## src/rtl/sc_trojan_monitor_pkg.sv

```systemverilog
// Shared types and helpers for the stochastic-bitstream Trojan monitor.
package sc_mon_pkg;

    // Monitor control states.
    typedef enum logic [1:0] {
        ST_IDLE   = 2'd0,
        ST_RUN    = 2'd1,
        ST_REPORT = 2'd2
    } state_e;

    // "No mismatch seen" sentinel: all ones in a cnt_w-bit field.
    function automatic int unsigned no_mm(input int cnt_w);
        if (cnt_w >= 32) begin
            return 32'hFFFF_FFFF;
        end
        return (32'd1 << cnt_w) - 32'd1;
    endfunction

    // Every index 0..bit_length-1 and every count up to bit_length must fit
    // in cnt_w bits without colliding with the all-ones sentinel.
    function automatic bit params_legal(input int bit_length, input int cnt_w);
        return (cnt_w > 0) && (cnt_w < 32) && (bit_length > 0) &&
               ($clog2(bit_length + 1) <= cnt_w);
    endfunction

endpackage

```

## src/rtl/sc_trojan_monitor_if.sv

```systemverilog
// Bit-stream input and result bundle between a stream source and the monitor.
//
// Handshake: bit_valid qualifies bit_ref/bit_obs for one cycle. There is no
// ready; the monitor consumes every valid bit while busy=1 and ignores
// bit_valid otherwise. start is a single-cycle request that is always
// accepted. done is a one-cycle pulse during which (and after which, until
// the next done or reset) the result fields describe the finished stream.
interface sc_trojan_monitor_if #(
    parameter int CNT_W = 8
) ();
    import sc_mon_pkg::*;

    logic             start;
    logic             bit_valid;
    logic             bit_ref;
    logic             bit_obs;
    logic             busy;
    logic             done;
    logic [CNT_W-1:0] ones_ref;
    logic [CNT_W-1:0] ones_obs;
    logic [CNT_W-1:0] mismatches;
    logic [CNT_W-1:0] first_mm_idx;
    logic [CNT_W-1:0] period;
    logic             periodic;
    logic             alarm;
    state_e           dbg_state;

    // Stream source side.
    modport master (
        output start, bit_valid, bit_ref, bit_obs,
        input  busy, done, ones_ref, ones_obs, mismatches, first_mm_idx,
               period, periodic, alarm, dbg_state
    );

    // Monitor side.
    modport slave (
        input  start, bit_valid, bit_ref, bit_obs,
        output busy, done, ones_ref, ones_obs, mismatches, first_mm_idx,
               period, periodic, alarm, dbg_state
    );

endinterface

```

## src/rtl/sc_trojan_monitor_gap_tracker.sv

```systemverilog
// Tracks first mismatch index and spacing between mismatches; flags a stream
// as periodic once enough consecutive equal gaps are seen. Outputs show the
// state including the current cycle's strobe so the parent can capture the
// final result on the same edge as the last bit.
module sc_gap_tracker
    import sc_mon_pkg::*;
#(
    parameter int CNT_W      = 8,
    parameter int PERIOD_MIN = 3
) (
    input  logic             clk,
    input  logic             rst_n,
    input  logic             clear_i,
    input  logic             mm_stb_i,
    input  logic [CNT_W-1:0] idx_i,
    output logic [CNT_W-1:0] first_mm_o,
    output logic [CNT_W-1:0] period_o,
    output logic             periodic_o
);

    localparam logic [CNT_W-1:0] NO_MM_V    = CNT_W'(no_mm(CNT_W));
    localparam logic [CNT_W-1:0] STREAK_MIN = CNT_W'(PERIOD_MIN);

    logic             have_mm_q,  have_mm_d;
    logic [CNT_W-1:0] first_mm_q, first_mm_d;
    logic [CNT_W-1:0] last_mm_q,  last_mm_d;
    logic [CNT_W-1:0] gap_q,      gap_d;
    logic [CNT_W-1:0] streak_q,   streak_d;
    logic             periodic_q, periodic_d;
    logic [CNT_W-1:0] gap_now;

    assign gap_now = idx_i - last_mm_q;

    // Next-state: clear on a new stream, otherwise fold in one mismatch.
    always_comb begin
        have_mm_d  = have_mm_q;
        first_mm_d = first_mm_q;
        last_mm_d  = last_mm_q;
        gap_d      = gap_q;
        streak_d   = streak_q;
        periodic_d = periodic_q;
        if (clear_i) begin
            have_mm_d  = 1'b0;
            first_mm_d = NO_MM_V;
            last_mm_d  = '0;
            gap_d      = '0;
            streak_d   = '0;
            periodic_d = 1'b0;
        end else if (mm_stb_i) begin
            if (!have_mm_q) begin
                have_mm_d  = 1'b1;
                first_mm_d = idx_i;
            end else begin
                gap_d = gap_now;
                if (gap_now == gap_q) begin
                    streak_d = (streak_q == '1) ? streak_q : streak_q + CNT_W'(1);
                end else begin
                    streak_d = CNT_W'(1);
                end
                if (streak_d >= STREAK_MIN) begin
                    periodic_d = 1'b1;
                end
            end
            last_mm_d = idx_i;
        end
    end

    // Tracker registers.
    always_ff @(posedge clk) begin
        if (!rst_n) begin
            have_mm_q  <= 1'b0;
            first_mm_q <= NO_MM_V;
            last_mm_q  <= '0;
            gap_q      <= '0;
            streak_q   <= '0;
            periodic_q <= 1'b0;
        end else begin
            have_mm_q  <= have_mm_d;
            first_mm_q <= first_mm_d;
            last_mm_q  <= last_mm_d;
            gap_q      <= gap_d;
            streak_q   <= streak_d;
            periodic_q <= periodic_d;
        end
    end

    assign first_mm_o = first_mm_d;
    assign period_o   = gap_d;
    assign periodic_o = periodic_d;

endmodule

```

## src/rtl/sc_trojan_monitor.sv

```systemverilog
// Run-time monitor comparing a clean and an observed stochastic bitstream:
// ones counts, mismatch count, first mismatch, gap periodicity and alarm,
// reported once per stream with a one-cycle done pulse.
module sc_trojan_monitor
    import sc_mon_pkg::*;
#(
    parameter int BIT_LENGTH      = 128,
    parameter int CNT_W           = 8,
    parameter int MISMATCH_THRESH = 4,
    parameter int PERIOD_MIN      = 3
) (
    input logic                clk,
    input logic                rst_n,
    sc_trojan_monitor_if.slave mon_if
);

    localparam logic [CNT_W-1:0] LAST_IDX = CNT_W'(BIT_LENGTH - 1);
    localparam logic [CNT_W-1:0] THRESH   = CNT_W'(MISMATCH_THRESH);
    localparam logic [CNT_W-1:0] NO_MM_V  = CNT_W'(no_mm(CNT_W));

    if (!params_legal(BIT_LENGTH, CNT_W)) begin : g_bad_params
        $error("sc_trojan_monitor: CNT_W too narrow for BIT_LENGTH");
    end

    function automatic logic [CNT_W-1:0] sat_inc(input logic [CNT_W-1:0] v);
        return (v == '1) ? v : v + CNT_W'(1);
    endfunction

    state_e           state_q, state_d;
    logic             clear;
    logic             sample;
    logic             last_bit;
    logic             mm_stb;
    logic [CNT_W-1:0] idx_q,      idx_d;
    logic [CNT_W-1:0] ones_ref_q, ones_ref_d;
    logic [CNT_W-1:0] ones_obs_q, ones_obs_d;
    logic [CNT_W-1:0] mm_cnt_q,   mm_cnt_d;

    logic [CNT_W-1:0] trk_first_mm;
    logic [CNT_W-1:0] trk_period;
    logic             trk_periodic;

    logic [CNT_W-1:0] res_ones_ref_q;
    logic [CNT_W-1:0] res_ones_obs_q;
    logic [CNT_W-1:0] res_mm_q;
    logic [CNT_W-1:0] res_first_q;
    logic [CNT_W-1:0] res_period_q;
    logic             res_periodic_q;
    logic             res_alarm_q;

    // Control: start wins in every state; a bit is taken only in RUN.
    always_comb begin
        state_d = state_q;
        clear   = 1'b0;
        sample  = 1'b0;
        case (state_q)
            ST_IDLE: begin
                if (mon_if.start) begin
                    state_d = ST_RUN;
                    clear   = 1'b1;
                end
            end
            ST_RUN: begin
                if (mon_if.start) begin
                    clear = 1'b1;
                end else if (mon_if.bit_valid) begin
                    sample = 1'b1;
                    if (idx_q == LAST_IDX) begin
                        state_d = ST_REPORT;
                    end
                end
            end
            ST_REPORT: begin
                if (mon_if.start) begin
                    state_d = ST_RUN;
                    clear   = 1'b1;
                end else begin
                    state_d = ST_IDLE;
                end
            end
            default: state_d = ST_IDLE;
        endcase
    end

    assign last_bit = sample && (idx_q == LAST_IDX);
    assign mm_stb   = sample && (mon_if.bit_ref != mon_if.bit_obs);

    // Accumulator next-state: saturating counts and the bit index.
    always_comb begin
        idx_d      = idx_q;
        ones_ref_d = ones_ref_q;
        ones_obs_d = ones_obs_q;
        mm_cnt_d   = mm_cnt_q;
        if (clear) begin
            idx_d      = '0;
            ones_ref_d = '0;
            ones_obs_d = '0;
            mm_cnt_d   = '0;
        end else if (sample) begin
            if (mon_if.bit_ref) begin
                ones_ref_d = sat_inc(ones_ref_q);
            end
            if (mon_if.bit_obs) begin
                ones_obs_d = sat_inc(ones_obs_q);
            end
            if (mm_stb) begin
                mm_cnt_d = sat_inc(mm_cnt_q);
            end
            if (!last_bit) begin
                idx_d = sat_inc(idx_q);
            end
        end
    end

    // State and accumulator registers.
    always_ff @(posedge clk) begin
        if (!rst_n) begin
            state_q    <= ST_IDLE;
            idx_q      <= '0;
            ones_ref_q <= '0;
            ones_obs_q <= '0;
            mm_cnt_q   <= '0;
        end else begin
            state_q    <= state_d;
            idx_q      <= idx_d;
            ones_ref_q <= ones_ref_d;
            ones_obs_q <= ones_obs_d;
            mm_cnt_q   <= mm_cnt_d;
        end
    end

    sc_gap_tracker #(
        .CNT_W      (CNT_W),
        .PERIOD_MIN (PERIOD_MIN)
    ) u_gap (
        .clk        (clk),
        .rst_n      (rst_n),
        .clear_i    (clear),
        .mm_stb_i   (mm_stb),
        .idx_i      (idx_q),
        .first_mm_o (trk_first_mm),
        .period_o   (trk_period),
        .periodic_o (trk_periodic)
    );

    // Result registers: loaded on the edge that enters REPORT, held otherwise.
    always_ff @(posedge clk) begin
        if (!rst_n) begin
            res_ones_ref_q <= '0;
            res_ones_obs_q <= '0;
            res_mm_q       <= '0;
            res_first_q    <= NO_MM_V;
            res_period_q   <= '0;
            res_periodic_q <= 1'b0;
            res_alarm_q    <= 1'b0;
        end else if (last_bit) begin
            res_ones_ref_q <= ones_ref_d;
            res_ones_obs_q <= ones_obs_d;
            res_mm_q       <= mm_cnt_d;
            res_first_q    <= trk_first_mm;
            res_period_q   <= trk_period;
            res_periodic_q <= trk_periodic;
            res_alarm_q    <= (mm_cnt_d >= THRESH) || trk_periodic;
        end
    end

    assign mon_if.busy         = (state_q == ST_RUN);
    assign mon_if.done         = (state_q == ST_REPORT);
    assign mon_if.dbg_state    = state_q;
    assign mon_if.ones_ref     = res_ones_ref_q;
    assign mon_if.ones_obs     = res_ones_obs_q;
    assign mon_if.mismatches   = res_mm_q;
    assign mon_if.first_mm_idx = res_first_q;
    assign mon_if.period       = res_period_q;
    assign mon_if.periodic     = res_periodic_q;
    assign mon_if.alarm        = res_alarm_q;

endmodule

```

## src/flat_wrapper.sv

```systemverilog
// flat-port wrapper written by rule: the top's interface ports become plain ports
module sc_trojan_monitor_flat import sc_mon_pkg::*;
#(
    parameter int BIT_LENGTH      = 128,
    parameter int CNT_W           = 8,
    parameter int MISMATCH_THRESH = 4,
    parameter int PERIOD_MIN      = 3
)
  (clk, rst_n, mon_if_start, mon_if_bit_valid, mon_if_bit_ref, mon_if_bit_obs, mon_if_busy, mon_if_done, mon_if_ones_ref, mon_if_ones_obs, mon_if_mismatches, mon_if_first_mm_idx, mon_if_period, mon_if_periodic, mon_if_alarm, mon_if_dbg_state);
  sc_trojan_monitor_if #(.CNT_W(CNT_W)) mon_if_i ();
  input logic clk;
  input logic rst_n;
  input wire logic [$bits(mon_if_i.start)-1:0] mon_if_start;
  input wire logic [$bits(mon_if_i.bit_valid)-1:0] mon_if_bit_valid;
  input wire logic [$bits(mon_if_i.bit_ref)-1:0] mon_if_bit_ref;
  input wire logic [$bits(mon_if_i.bit_obs)-1:0] mon_if_bit_obs;
  output wire logic [$bits(mon_if_i.busy)-1:0] mon_if_busy;
  output wire logic [$bits(mon_if_i.done)-1:0] mon_if_done;
  output wire logic [$bits(mon_if_i.ones_ref)-1:0] mon_if_ones_ref;
  output wire logic [$bits(mon_if_i.ones_obs)-1:0] mon_if_ones_obs;
  output wire logic [$bits(mon_if_i.mismatches)-1:0] mon_if_mismatches;
  output wire logic [$bits(mon_if_i.first_mm_idx)-1:0] mon_if_first_mm_idx;
  output wire logic [$bits(mon_if_i.period)-1:0] mon_if_period;
  output wire logic [$bits(mon_if_i.periodic)-1:0] mon_if_periodic;
  output wire logic [$bits(mon_if_i.alarm)-1:0] mon_if_alarm;
  output wire logic [$bits(mon_if_i.dbg_state)-1:0] mon_if_dbg_state;
  assign mon_if_i.start = mon_if_start;
  assign mon_if_i.bit_valid = mon_if_bit_valid;
  assign mon_if_i.bit_ref = mon_if_bit_ref;
  assign mon_if_i.bit_obs = mon_if_bit_obs;
  assign mon_if_busy = mon_if_i.busy;
  assign mon_if_done = mon_if_i.done;
  assign mon_if_ones_ref = mon_if_i.ones_ref;
  assign mon_if_ones_obs = mon_if_i.ones_obs;
  assign mon_if_mismatches = mon_if_i.mismatches;
  assign mon_if_first_mm_idx = mon_if_i.first_mm_idx;
  assign mon_if_period = mon_if_i.period;
  assign mon_if_periodic = mon_if_i.periodic;
  assign mon_if_alarm = mon_if_i.alarm;
  assign mon_if_dbg_state = mon_if_i.dbg_state;
  sc_trojan_monitor #(.BIT_LENGTH(BIT_LENGTH), .CNT_W(CNT_W), .MISMATCH_THRESH(MISMATCH_THRESH), .PERIOD_MIN(PERIOD_MIN)) u_core (.clk(clk), .rst_n(rst_n), .mon_if(mon_if_i));
endmodule
```

## config.mk

```make
export PLATFORM = sky130hd
export DESIGN_NAME = sc_trojan_monitor_flat
export DESIGN_NICKNAME = d
export VERILOG_FILES = /design/src/rtl/sc_trojan_monitor_pkg.sv /design/src/rtl/sc_trojan_monitor_if.sv /design/src/rtl/sc_trojan_monitor_gap_tracker.sv /design/src/rtl/sc_trojan_monitor.sv /design/src/flat_wrapper.sv
export SDC_FILE = /design/constraint.sdc
export NUM_CORES = 1
export LEC_CHECK = 0
export CAP_MARGIN = 25
export CORE_UTILIZATION = 30
export DETAILED_ROUTE_END_ITERATION = 12
export GPL_TIMING_DRIVEN = 0
export SLEW_MARGIN = 10
export SYNTH_ARGS = -nofsm -noshare
export SYNTH_HDL_FRONTEND = slang
export SYNTH_SLANG_ARGS = --single-unit
```

## constraint.sdc

```tcl
create_clock -name clk -period 6.74 [get_ports clk]
set_input_delay 1.348 -clock clk [delete_from_list [all_inputs] [get_ports clk]]
set_output_delay 1.348 -clock clk [all_outputs]
set_load 0.01 [all_outputs]
```

==> key figures, run 1 <==
STA
  • Setup ws final: 2900 ps
  • Unrepaired setup endpoints after global routing: no
  • Tcrit/Tclk final: a little under three fifths
  • Final hold viol count: 0
  • Min Clock Period, post-route: 3840 ps
  • Final Skew: about 12 ps
  • Slew margin rel.: 34.4%
  • Worst-margin pin slew: 976 ps
  • Setup_tns: 0 ps
  • Peak Freq: 261 MHz
  • Count of final setup violators: 0
  • Slew Viols, Final: 0

Setup path
  • Worst reg2reg path startpoint: u_core.idx_q[0]
  • CP Cell Sequence: clkdlybuf4s50_1, nor4bb_1, buf_2, nand2_1, clkbuf_1, nor2_2, mux2i_1, a21oi_1, a211o_1
  • Cell family contributing the most delay on the critical path: buffers and inverters
  • Worst R2R Setup Slack: 3810 ps
  • Crit path to: u_core.mon_if.first_mm_idx[6]
  • CP Capture Type: flip-flop
  • Reg-to-Reg End: u_core.mon_if.periodic
  • Critical Path Max Stage Delay: 550 ps
  • Crit path DAT: 4090 ps
  • CP max-delay cell: clkdlybuf4s50_1
  • Startpoint Class: input port
  • Worst path bufs/invs: 3
  • Peak fanout along the critical path: 10
  • Worst R2R Path Depth: 10
  • CP Depth: 9
  • Crit path from: mon_if_bit_valid
  • Setup Crit Path Kind: input port to flip-flop
  • CP Data Required Time: 6990 ps

Die
  • Die ar.: 0.0176 sq mm
  • Core Box Area: 0.0166 sq mm
  • Placement Rows: 47
  • Initial core utilization: 30.8%
  • Die width: 133 um
  • Die H: 133 um
  • Ports: between 50 and 60

Synth
  • FF+latch count, synth: 110
  • Syn avg cell area: ~8.3 sq um
  • Sequential share of the synthesized area: roughly 43%
  • Area of the mapped netlist: between 0.005 and 0.006 sq mm
  • Syn. warnings: 0
  • Dominant cells by area after synthesis: dfxtp_1 43%, a21oi_1 5.7%, nand2_1 5.4%
  • Mapped Nets: 635
  • Unique masters post-synth: 55
  • Top cell type's share of synthesized area: ~43%
  • Number of synthesized flops with an enable pin: 0
  • Synth Flop Type: dfxtp_1
  • Largest area contributor in the netlist: dfxtp_1
  • Asr flop ratio synth: 0%
  • Syn Inst Count: between 600 and 700

Routing
  • Drt drc: 0
  • DR vias: 4421
  • TritonRoute pass-1 iters: 4
  • Initial DRC Count: 260
  • Wire per inst: between 10 and 15 um
  • DRT antenna net count: 0
  • Vias per Instance: 4.91
  • Total Routed Length: 13.5 mm

Place
  • Port buffer count: 50
  • Dpl ws: ~2500 ps
  • Detailed placer's ending HPWL: 9.87 mm
  • Placer Congestion: 0.812

Final layout
  • Fill cells: 1723
  • Most common cell after layout, fill and taps aside: dfxtp_1
  • Most frequent cells in the layout: 110 x dfxtp_1, 74 x nand2_1, 61 x nor2_1
  • NumNets Final: 696
  • Antenna Cells: 0
  • Area Overhead vs Synth: 20.9%
  • Layout cells sized above 1: approximately 4.3%

GRT
  • Initial antenna violation count: 0
  • First-pass GRT wire length: 21.5 mm
  • Global route total overflow: 0
  • Global-route usage over all layers: ~16%
  • Number of global-route vias before repair: 4118
  • Largest net degree at the start of global routing: 19

Pwr
  • PwrDens: 200 mW/mm^2
  • Peak supply drop: 95.9 uV
  • Lkg Pwr: 2.02 nW

Min path
  • Worst Hold Class: flip-flop to flip-flop
  • Hold-critical path depth: 2

CTS
  • Post-CTS sizing: 0
  • Sink Count: 110
  • Clock Path Buffers: 2
  • Hold-fix buffers, CTS: 0
  • Setup Fix Bufs, Post-CTS: 0
  • Clock transition at the registers of the reported paths: 70 ps
  • TritonCTS buffer count: 9
  • Clk Latency, worst-skew pair: 360 ps
  • Root Driver: clkbuf_16
  • H-tree Lvls: 3
  • CTS tree: yes

Run status
  • Status: complete, no violations

Job
  • Max cap viols: 0
cells in the mapped netlist (all sizes together), types with 4 or more instances:
cell type / n
nand2: 74
xnor2: 17
o21ai: 20
nor4: 4
buf: 8
mux2i: 19
and2: 7
xor2: 18
nor3: 29
clkbuf: 29
ha: 13
or3: 22
a211o: 6
dfxtp: 110
nor2: 63
nand4: 8
and3: 7
a211oi: 12
a21oi: 58
nand2b: 5
inv: 15
nand3: 30
nor2b: 4
worst min-delay path by stage:
stage / start / to / slack, ps
4_1_cts: u_core.mon_if.ones_ref[3] / u_core.mon_if.ones_ref[3] / 460
2_1_floorplan: u_core.u_gap.last_mm_q[2] / u_core.u_gap.last_mm_q[2] / 440
5_1_grt: u_core.mon_if.ones_ref[3] / u_core.mon_if.ones_ref[3] / 470
3_3_place_gp: u_core.u_gap.last_mm_q[2] / u_core.u_gap.last_mm_q[2] / 440
3_5_place_dp: u_core.mon_if.ones_obs[1] / u_core.mon_if.ones_obs[1] / 450
6_report: u_core.mon_if.ones_ref[3] / u_core.mon_if.ones_ref[3] / 450
state kept, by name, indices dropped and copies added, names as in the netlist:
signal,cells
u_core.u_gap.streak_q,8
u_core.mon_if.mismatches,8
u_core.mon_if.first_mm_idx,8
u_core.u_gap.gap_q,8
u_core.u_gap.first_mm_q,8
u_core.ones_obs_q,8
u_core.u_gap.periodic_q,1
u_core.mm_cnt_q,8
u_core.mon_if.period,8
u_core.ones_ref_q,8
u_core.mon_if.ones_obs,8
u_core.u_gap.last_mm_q,8
u_core.mon_if.ones_ref,8
u_core.idx_q,8
u_core.mon_if.alarm,1
u_core.mon_if.periodic,1
u_core.mon_if.dbg_state,2
u_core.u_gap.have_mm_q,1
worst register-to-register path, stage by stage, from the launching register on:
cell,delay (ps)
dfxtp_1,460
inv_1,100
ha_1,210
fa_1,540
xor2_1,180
o311ai_1,110
a2111o_1,350
nor3_1,240
nand4_1,170
o21ba_2,290
a211oi_1,210
power breakdown:
part	switching (mW)	total, mW	internal, mW
combinational	0.0314	0.0427	0.0113
sequential	0.00127	0.652	0.651
clock	0.252	0.545	0.293
per-layer routing:
metal / track usage [%] / wire [um]
met1: 20.8 / 6520
met2: 25.6 / 6350
met3: 2.80 / 433
met4: 5.30 / 157
met5: 0 / 0
kinds of logic (layout without fill, tap and decap cells):
kind of cell	after synthesis	in the layout	share of synthesized area [%]
adders and majority gates	14	14	3.57
xor gates and xnor gates	35	35	5.99
buffers and inverters	52	118	4.01
and+or+nand+nor	263	263	24.6
muxes	19	19	3.72
AOI/OAI and AO/OA	122	122	15.1
DFF	110	110	43.0
metrics by stage:
| stage | area [sq um] | utilization (%) | hold slack, ps | instances | total power, mW |
|---|---|---|---|---|---|
| final | 6190 | 37.2 | 453 | 901 | 1.24 |
| after global routing | 6190 | 37.2 | 469 | 901 | 1.28 |
| after CTS | 6190 | 37.2 | 457 | 901 | 1.25 |
| after detailed placement | 5890 | 35.4 | 447 | 885 | 0.710 |
| after global placement | 5890 | 35.4 | 443 | 885 | 0.710 |
| after floorplan | 5120 | - | 436 | 615 | 0.692 |
final cells by class:
class                           count  area, sq um  area share (%)
Tap cell                          220          275            4.45
Buffer                             37          149            2.41
Inverter                           15         56.3           0.909
Timing Repair Buffer               50          500            8.08
Clock buffer                       11          233            3.76
Multi-Input combinational cell    453         2710            43.8
Sequential cell                   110         2200            35.6
Clock inverter                      5         63.8            1.03
No activity file was read; power rests on OpenSTA's default activity.
==> inputs of run 2 (changes only) <==
==> constraint.sdc (replaced) <==
create_clock -name clk -period 3.8 [get_ports clk]
set_input_delay 0.76 -clock clk [delete_from_list [all_inputs] [get_ports clk]]
set_output_delay 0.76 -clock clk [all_outputs]
set_load 0.01 [all_outputs]
==> results of run 2 <==
Same layout as run 1 (identical final DEF). Status: complete, no violations.
Main changes from that run: setup slack after placement 2500 ps -> 153 ps; setup slack after layout 2900 ps -> 553 ps; register-to-register setup slack 3810 ps -> 870 ps; total power 1.24 mW -> 2.20 mW; worst IR drop on VDD 95.9 uV -> 170 uV
==> inputs of run 3 (changes only) <==
--- a/config.mk
+++ b/config.mk
@@ -5,9 +5,9 @@
 export SDC_FILE = /design/constraint.sdc
 export NUM_CORES = 1
 export LEC_CHECK = 0
-export CAP_MARGIN = 25
 export CORE_UTILIZATION = 30
 export DETAILED_ROUTE_END_ITERATION = 12
+export DONT_BUFFER_PORTS = 1
 export GPL_TIMING_DRIVEN = 0
 export SLEW_MARGIN = 10
 export SYNTH_ARGS = -nofsm -noshare
==> run 3 against run 2 <==
  * Register-to-register slack worse by 50 ps
  * Worst setup slack improved by 270 ps
  * Count of clock-buffer cells in the layout stayed put
  * Via count decreased by 4.2%
  * Sequential share of layout area up 2.8 points
  * Final area down 7.4%
  * Core utilization down 2.7 points
  * Non-clock buffer count is 50 lower
  * Clock power rose by 11%
  * Critical path type is now flip-flop to flip-flop
  * Largest cell class unchanged
==> key figures, run 3 (synthesis results as in run 1) <==
Run status
  • Status: complete, no violations

Routing
  • Initial DRC Count: 197
  • Drt drc: 0
  • DRT antenna net count: 0
  • TritonRoute pass-1 iters: 5
  • DR vias: roughly 4.2k
  • Vias per Instance: around 5
  • Wire per inst: ~16 um
  • Total Routed Length: between 10 and 15 mm

CTS
  • Clock Path Buffers: 2
  • Hold-fix buffers, CTS: 0
  • CTS tree: yes
  • Sink Count: 110
  • Clock transition at the registers of the reported paths: about 80 ps
  • Clk Latency, worst-skew pair: 360 ps
  • TritonCTS buffer count: 9
  • H-tree Lvls: 3
  • Root Driver: clkbuf_16
  • Post-CTS sizing: 0
  • Setup Fix Bufs, Post-CTS: 0

STA
  • Unrepaired setup endpoints after global routing: no
  • Tcrit/Tclk final: ~80%
  • Worst-margin pin slew: approximately 1100 ps
  • Slew margin rel.: 28.0%
  • Slew Viols, Final: 0
  • Peak Freq: roughly 340 MHz
  • Final hold viol count: 0
  • Min Clock Period, post-route: 2980 ps
  • Count of final setup violators: 0
  • Final Skew: roughly 9 ps
  • Setup_tns: 0 ps

Min path
  • Worst Hold Class: flip-flop to flip-flop

Final layout
  • Most common cell after layout, fill and taps aside: dfxtp_1
  • Antenna Cells: 0
  • Most frequent cells in the layout: 110 x dfxtp_1, 74 x nand2_1, 61 x nor2_1
  • Area Overhead vs Synth: 12.0%
  • NumNets Final: roughly 650
  • Layout cells sized above 1: 4.91%
  • Final design instance area without fill: approximately 0.0057 sq mm
  • Core Util, Final: 34.5%

Setup path
  • CP Cell Sequence: inv_1, ha_1, fa_1, xor2_1, o311ai_1, a2111o_1, nor3_1, nand4_1, o21ba_2, a211oi_1
  • CP Data Required Time: just over 4000 ps
  • Startpoint Class: flip-flop
  • Critical Path Max Stage Delay: 550 ps
  • Peak fanout along the critical path: 6
  • CP max-delay cell: fa_1
  • Crit path DAT: 3260 ps
  • Setup Crit Path Kind: flip-flop to flip-flop
  • CP Capture Type: flip-flop

Place
  • Placer Congestion: 0.828
  • Port buffer count: 0
  • Dpl cell area: 0.00539 sq mm
  • Detailed placer's ending HPWL: 9.88 mm

Die
  • Die H: 133 um
  • Core Box Area: roughly 0.017 sq mm
  • Die ar.: 0.0176 sq mm
  • Die width: 133 um
  • Ports: 52
  • Placement Rows: 47
  • Initial core utilization: 30.8%

GRT
  • First-pass GRT wire length: 21.5 mm
  • Number of global-route vias before repair: between 3k and 4k
  • Initial antenna violation count: 0
  • Largest net degree at the start of global routing: 19
  • Global-route usage over all layers: 15.7%
  • Global route total overflow: 0

Pwr
  • Peak supply drop: 211 uV
  • PwrDens: 400 mW/mm^2
  • Lkg Pwr: around 1.9 nW

Job
  • Max cap viols: 0
## run 3: cell types whose count changed in the layout (fill, tap and decap cells not counted), sizes merged
cell,previous run,this run
clkdlybuf4s50,50,0
bufinv,1,2
inv,18,17
## run 3: stage by stage
step                      instances  hold slack, ps  total power [mW]  setup WS [ps]
final                           851             456              2.29            823
after detailed placement        835             450              1.25            712
after floorplan                 615             436              1.23           1190
after global routing            851             487              2.37            594
after global placement          835             445              1.25            796
after CTS                       851             460              2.32            818
## run 3: area by class of cell
class,instances,area [sq um]
multi-input combinational,453,2710
buffer,37,149
inverter,15,56.3
clock inverter,5,87.6
tap,220,275
sequential,110,2200
clock buffer,11,253
fill,1744,10900
## run 3: final timing paths
path | end | depth (start not counted) | slack [ps] | startpoint
min reg2reg | u_core.u_gap.last_mm_q[6] | 2 | 460 | u_core.u_gap.last_mm_q[6]
max | u_core.mon_if.periodic | 10 | 820 | u_core.idx_q[0]
min | u_core.u_gap.last_mm_q[6] | 2 | 460 | u_core.u_gap.last_mm_q[6]
max reg2reg | u_core.mon_if.periodic | 10 | 820 | u_core.idx_q[0]
## run 3: routing by layer
layer	routed length (um)	GRT usage (%)	up-vias
met3	640	3.72	13
met1	6280	20.6	1978
met2	6320	25.4	77
met4	168	5.17	0
li1	-	-	2168
met5	0	0	-
## run 3: critical path: cells and delay by family (launching register included)
family,cells,cell delay [ps]
AOI/OAI and AO/OA,4,1000
and+or+nand+nor,2,400
buffers and inverters,1,90
xor gates and xnor gates,1,200
adders and majority gates,2,750
DFF,1,450
## run 3: report_power, final
| group | leakage, nW | internal [mW] | switching [mW] | total (mW) |
|---|---|---|---|---|
| sequential | 0.887 | 1.15 | 0.00261 | 1.16 |
| combinational | 0.811 | 0.0141 | 0.0526 | 0.0666 |
| clock | 0.164 | 0.621 | 0.448 | 1.07 |
| total | 1.86 | 1.79 | 0.503 | 2.29 |
